[config.mk]
export PLATFORM = sky130hd
export DESIGN_NAME = param_lfsr
export DESIGN_NICKNAME = d
export VERILOG_FILES = /design/src/rtl/lfsr_pkg.sv /design/src/rtl/lfsr_next.sv /design/src/rtl/param_lfsr.sv
export SDC_FILE = /design/constraint.sdc
export NUM_CORES = 1
export LEC_CHECK = 0
export CAP_MARGIN = 5
export CORE_ASPECT_RATIO = 0.9
export CORE_MARGIN = 2
export CORE_UTILIZATION = 45
export DETAILED_ROUTE_END_ITERATION = 10
export PLACE_DENSITY = 0.74
export SLEW_MARGIN = 20
export SYNTH_ARGS = -nofsm -noshare
export SYNTH_HDL_FRONTEND = slang
export SYNTH_HIERARCHICAL = 1
export SYNTH_SLANG_ARGS = --single-unit
[constraint.sdc]
create_clock -name clock -period 1.6 [get_ports clock]
set_input_delay 0.32 -clock clock [delete_from_list [all_inputs] [get_ports clock]]
set_output_delay 0.32 -clock clock [all_outputs]
set_load 0.05 [all_outputs]
[src/rtl/lfsr_pkg.sv]
// Shared constants and the maximal-length tap table for the Fibonacci LFSR.
// Bit k of a mask selects state[k] as a feedback term.
package lfsr_pkg;

    localparam int LFSR_MIN_WIDTH = 3;
    localparam int LFSR_MAX_WIDTH = 16;

    // Masks come from primitive trinomials/pentanomials; bit n-1 is always set.
    function automatic logic [15:0] tap_mask(input int width);
        logic [15:0] mask;
        mask = 16'h0000;
        case (width)
            3:       mask = 16'h0006;
            4:       mask = 16'h000C;
            5:       mask = 16'h0014;
            6:       mask = 16'h0030;
            7:       mask = 16'h0060;
            8:       mask = 16'h00B8;
            9:       mask = 16'h0110;
            10:      mask = 16'h0240;
            11:      mask = 16'h0500;
            12:      mask = 16'h0829;
            13:      mask = 16'h100D;
            14:      mask = 16'h2015;
            15:      mask = 16'h6000;
            16:      mask = 16'hD008;
            default: mask = 16'h0000;
        endcase
        return mask;
    endfunction

endpackage

[src/rtl/lfsr_next.sv]
// Combinational Fibonacci step: feedback is the parity of the masked state bits,
// shifted in at bit 0.
module lfsr_next #(
    parameter int WIDTH = 4
) (
    input  logic [WIDTH-1:0] i_state,
    input  logic [WIDTH-1:0] i_mask,
    output logic [WIDTH-1:0] o_next,
    output logic             o_fb
);

    logic [WIDTH-1:0] w_terms;

    genvar gi;
    generate
        for (gi = 0; gi < WIDTH; gi++) begin : g_term
            assign w_terms[gi] = i_state[gi] & i_mask[gi];
        end
    endgenerate

    assign o_fb   = ^w_terms;
    assign o_next = {i_state[WIDTH-2:0], o_fb};

endmodule

[src/rtl/param_lfsr.sv]
// Parameterised maximal-length LFSR with loadable seed, step counter and
// wrap/lockup pulses. All state lives here; the step logic is in lfsr_next.
module param_lfsr
    import lfsr_pkg::*;
#(
    parameter int          WIDTH = 4,
    parameter int unsigned SEED  = 1
) (
    input  logic             clock,
    input  logic             reset,
    input  logic             enable,
    input  logic             load,
    input  logic [WIDTH-1:0] seed_in,
    output logic [WIDTH-1:0] result,
    output logic [WIDTH-1:0] count,
    output logic             wrap,
    output logic             lockup
);

    generate
        if (WIDTH < LFSR_MIN_WIDTH || WIDTH > LFSR_MAX_WIDTH) begin : g_bad_width
            $error("param_lfsr: WIDTH out of range");
        end
        if (SEED == 0 || longint'(SEED) >= (64'd1 << WIDTH)) begin : g_bad_seed
            $error("param_lfsr: SEED must be nonzero and fit in WIDTH bits");
        end
    endgenerate

    localparam logic [15:0]      TAP_FULL = tap_mask(WIDTH);
    localparam logic [WIDTH-1:0] TAPS     = TAP_FULL[WIDTH-1:0];
    localparam logic [WIDTH-1:0] SEED_V   = WIDTH'(SEED);

    logic [WIDTH-1:0] r_state;
    logic [WIDTH-1:0] r_seed;
    logic [WIDTH-1:0] r_count;
    logic             r_wrap;
    logic             r_lockup;

    logic [WIDTH-1:0] w_next;
    logic             w_fb;
    logic             w_hit_seed;
    logic             w_seed_zero;

    lfsr_next #(
        .WIDTH (WIDTH)
    ) u_next (
        .i_state (r_state),
        .i_mask  (TAPS),
        .o_next  (w_next),
        .o_fb    (w_fb)
    );

    assign w_hit_seed  = (w_next == r_seed);
    assign w_seed_zero = (seed_in == '0);

    // An all-zero seed would freeze the register, so it is replaced by SEED.
    always_ff @(posedge clock) begin
        if (reset) begin
            r_state  <= SEED_V;
            r_seed   <= SEED_V;
            r_count  <= '0;
            r_wrap   <= 1'b0;
            r_lockup <= 1'b0;
        end else begin
            r_wrap   <= 1'b0;
            r_lockup <= 1'b0;
            if (load) begin
                r_state  <= w_seed_zero ? SEED_V : seed_in;
                r_seed   <= w_seed_zero ? SEED_V : seed_in;
                r_count  <= '0;
                r_lockup <= w_seed_zero;
            end else if (enable) begin
                r_state <= w_next;
                r_count <= w_hit_seed ? '0 : r_count + 1'b1;
                r_wrap  <= w_hit_seed;
            end
        end
    end

    assign result = r_state;
    assign count  = r_count;
    assign wrap   = r_wrap;
    assign lockup = r_lockup;

endmodule

After elaboration in Yosys (flattened, before gate mapping) --
Index checks and enable logic that the tools add are counted. W data, S select, Z words.
Operators by class: $add $sub $neg 1, reduce and logical (&&, ||, !) cells 6, bitwise logic cells 2, div/mod/pow operators 0, multiply operators 0, shift-type cells 0, magnitude comparators 0, multiplexer cells 4, equality and inequality tests 1
Operators with widths (count):
- $mux W4 | 4
- $add A4 B1 Y4 const B | 1
- $eq A4 B4 Y1 | 1
- $logic_not A4 Y1 | 1
- $reduce_or A2 Y1 | 2
- $reduce_xor A4 Y1 | 1
- $reduce_or A3 Y1 | 1
- $not A1 Y1 | 2
- $reduce_bool A2 Y1 | 1
Word-level totals: bits in latches 0, register bits after elaboration 14, input port bits 8, memories kept 0, logic and storage cells 19, ROM bits 0, output and inout port bits 10, memory bits (writable) 0

Depth between registers and ports, before layout --
depth after elaboration 3, depth in mapped cells 7, gate-level depth less buffers 6

By module --
The synthesis kept the hierarchy.
Modules (own cells, without submodules):
- param_lfsr | instances 1, sequential area each 280.3 um^2, cells an instance 66, area an instance 638.1 um^2
- lfsr_next | instances 1, sequential area each 0.0 um^2, cells an instance 11, area an instance 71.3 um^2

Worst setup path after synthesis --
No wires, ideal clock.
path type flip-flop to flip-flop, from register r_state[3], in the netlist result[3], to register r_wrap, in the netlist wrap, cell stages (with the launch flop) 8, required time 1.540 ns, library setup time 0.060 ns, path slack -0.186 ns, buffers on the path 1, arrival 1.726 ns, period minus slack after synthesis 1.786 ns, cells stage by stage dfxtp_1 nand2_1 xor2_1 xnor2_1 buf_4 xor2_1 nor3_4 and3_1
Between the ends: cells in the longest elaborated chain, start to end 2
Ends and longest elaborated chain:
- from (decl) | RTL line param_lfsr.sv:33 | logic [WIDTH-1:0] r_state;
- from (signal assigned) | RTL line param_lfsr.sv:68 | r_state <= w_seed_zero ? SEED_V : seed_in;
- from (signal assigned) | RTL line param_lfsr.sv:73 | r_state <= w_next;
- $reduce_xor A4 Y1 | RTL line lfsr_next.sv:21 | assign o_fb = ^w_terms;
- net w_fb | RTL line param_lfsr.sv:40 | logic w_fb;
- $eq A4 B4 Y1 | RTL line param_lfsr.sv:53 | assign w_hit_seed = (w_next == r_seed);
- to (signal assigned) | RTL line param_lfsr.sv:75 | r_wrap <= w_hit_seed;
- to (decl) | RTL line param_lfsr.sv:36 | logic r_wrap;
The timed path passes the listed nets, and every way through them passes these cells. A chain may end at the register's enable or synchronous reset.

Final worst setup path --
from register r_state[2], in the netlist result[2], to register r_wrap, in the netlist wrap
The elaborated chain is that of the path after synthesis.

==> qor.csv <==
metric,value,unit
nets,106,
clockBufferDepth,2,
drt_pass1_iterations,4,
tns,0,ns
cp.arrival,1.75,ns
place_ws,0.03945,ns
yosysSeqAreaShare,0.3951,
drv_slew,0,
cts_resized,0,
drv_cap,0,
yosys.area.top_type,dfxtp_1,
synthTopCellsByArea,"dfxtp_1 40%, xor2_1 7.4%, nand2_1 6.9%, a211oi_1 5.3%, xnor2_1 4.9%",
grt_pass1_wl,2.283,mm
gp_congestion,0.8154,
fin_crit_sh,0.9508,
placed_area,919.6,sq um
crit_top_cell,xor2_1,
worstPathCellList,"nand2_1, xor2_1, xnor2_1, xor2_1, nor3_4, and3_1",
finalCriticalPeriod,1.521,ns
die_h,41.67,microns
synthCells,77,
start_util,0.4846,
final_core_util,0.6530,
required,1.83,ns
hp-class,reg2reg,
hold_viol_final,0,
yosysTopAreaCellShare,0.3951,
clock_skew,0.004646,ns
overflow,0,
coreArea,1464,sq um
final_antenna_net_count,0,
final_cells,111,
cts_max_level,1,
clk_root_buffer_cell,clkbuf_4,
synth_flop_cell,dfxtp_1,
p_leak,0.3989,nW
clkTransAtPathRegs,0.09,ns
io_buffers,17,
num_vias,566,
grt_pass1_vias,508,
grt_max_degree,10,
synthArstFlopShare,0,
max_stage_delay,0.38,ns
totalWireLength,1.354,mm
dp.cells,107,
place_hpwl,1.089,mm
yosysUniqueCellTypes,25,
final_common_cell,nand2_1,
ys_ff_latch,14,
finalSetupViolations,0,
layout_common_cells,"13 x nand2_1, 12 x dfxtp_1, 8 x buf_4, 7 x clkdlybuf4s50_1",
clock_sinks,14,
grt_use_total,0.1677,
status,completed,
path_max_fanout,5,
fmaxAchievable,657.3,MHz
netlist_area,709.4,sq um
n_antenna_cell,0,
vdd_drop_max,502.2,uV
wl_per_cell,12.20,microns
setup_slack,0.07868,ns
n_fill_cell,123,
routed_via_density,5.099,
drc,0,
worst_hold_slack,0.4846,ns
drive_above_1_share,0.2708,
crit_slowest_cell,dfxtp_2,
antenna_found_initial,0,
hold_buffers,0,
drtIter0Drc,7,
total_power,0.8463,mW
dieArea,1911,sq um
cp-end-kind,flip-flop,
post-cts-setup-buffers,0,
clock_latency,0.28,ns
fp-row-count,13,
avgSynthCellArea,9.213,sq um
die_w,45.86,microns
crit_type,reg2reg,
cts_made_buffers,3,
area_growth,34.74,%
ios,18,
crit_path_start_kind,flip-flop,
cts_tree,built,
rsz0062_at_grt,false,
power_density,885.3,nW/um^2
yosysWarnings,6,
synth_edf_count,0,
final_area,955.9,sq um
==> final timing paths <==
path | from | to | slack [ns] | cells past startpoint
worst min register to register | r_seed[1] | r_seed[1] | 0.48 | 2
worst min-delay path | r_seed[1] | r_seed[1] | 0.48 | 2
worst max-delay path | result[2] | wrap | 0.08 | 6
worst max register to register | result[2] | wrap | 0.08 | 6
==> worst max-delay path, delay by kind of cell (launching register included) <==
kind	cells	cell delay (ns)
AND/OR/NAND/NOR	3	0.58
flip-flops	1	0.38
XOR/XNOR	3	0.52
==> power breakdown <==
part           total (mW)  leakage, nW  switching (mW)  internal [mW]
clock network       0.260       0.0210           0.121          0.139
registers           0.384        0.116          0.0194          0.365
logic               0.202        0.262           0.107         0.0951
==> logic make-up after synthesis <==
kind of cell             synth area share
XOR/XNOR                           0.1235
multiplexers                      0.08995
AND/OR/NAND/NOR                    0.1834
other                             0.01059
adder cells (fa/ha/maj)           0.01763
AO/OA/AOI/OAI                      0.1023
buffers and inverters             0.07758
flip-flops                         0.3951
==> state kept, by name (all words and copies together) (netlist names) <==
register,cells
count,4
r_seed,4
result,4
lockup,1
wrap,1
==> area by class of cell <==
| type | instances | area, sq um | share of cell area |
|---|---|---|---|
| clock buffer | 4 | 36.28 | 0.03796 |
| inverter | 1 | 3.754 | 0.003927 |
| multi-input combinational | 57 | 381.6 | 0.3992 |
| sequential | 14 | 285.3 | 0.2984 |
| tap | 15 | 18.77 | 0.01963 |
| timing repair buffer | 20 | 230.2 | 0.2408 |
==> cell usage after synthesis (all sizes together), types with 2 or more instances <==
master  number
mux2         3
xnor2        4
nor3         3
a21oi        6
a211oi       5
xor2         6
nand2       13
dfxtp       14
conb         2
nor2         3
buf          6
mux2i        3
==> routing by layer <==
metal,vias up,part of all wire,GRT usage
met2,17,0.44,0.2250
met4,0,0.021,0.06857
met3,5,0.053,0.06522
met1,253,0.48,0.2364
li1,291,-,-
met5,-,0,0
Note: power is estimated with default switching activity, not from simulation.
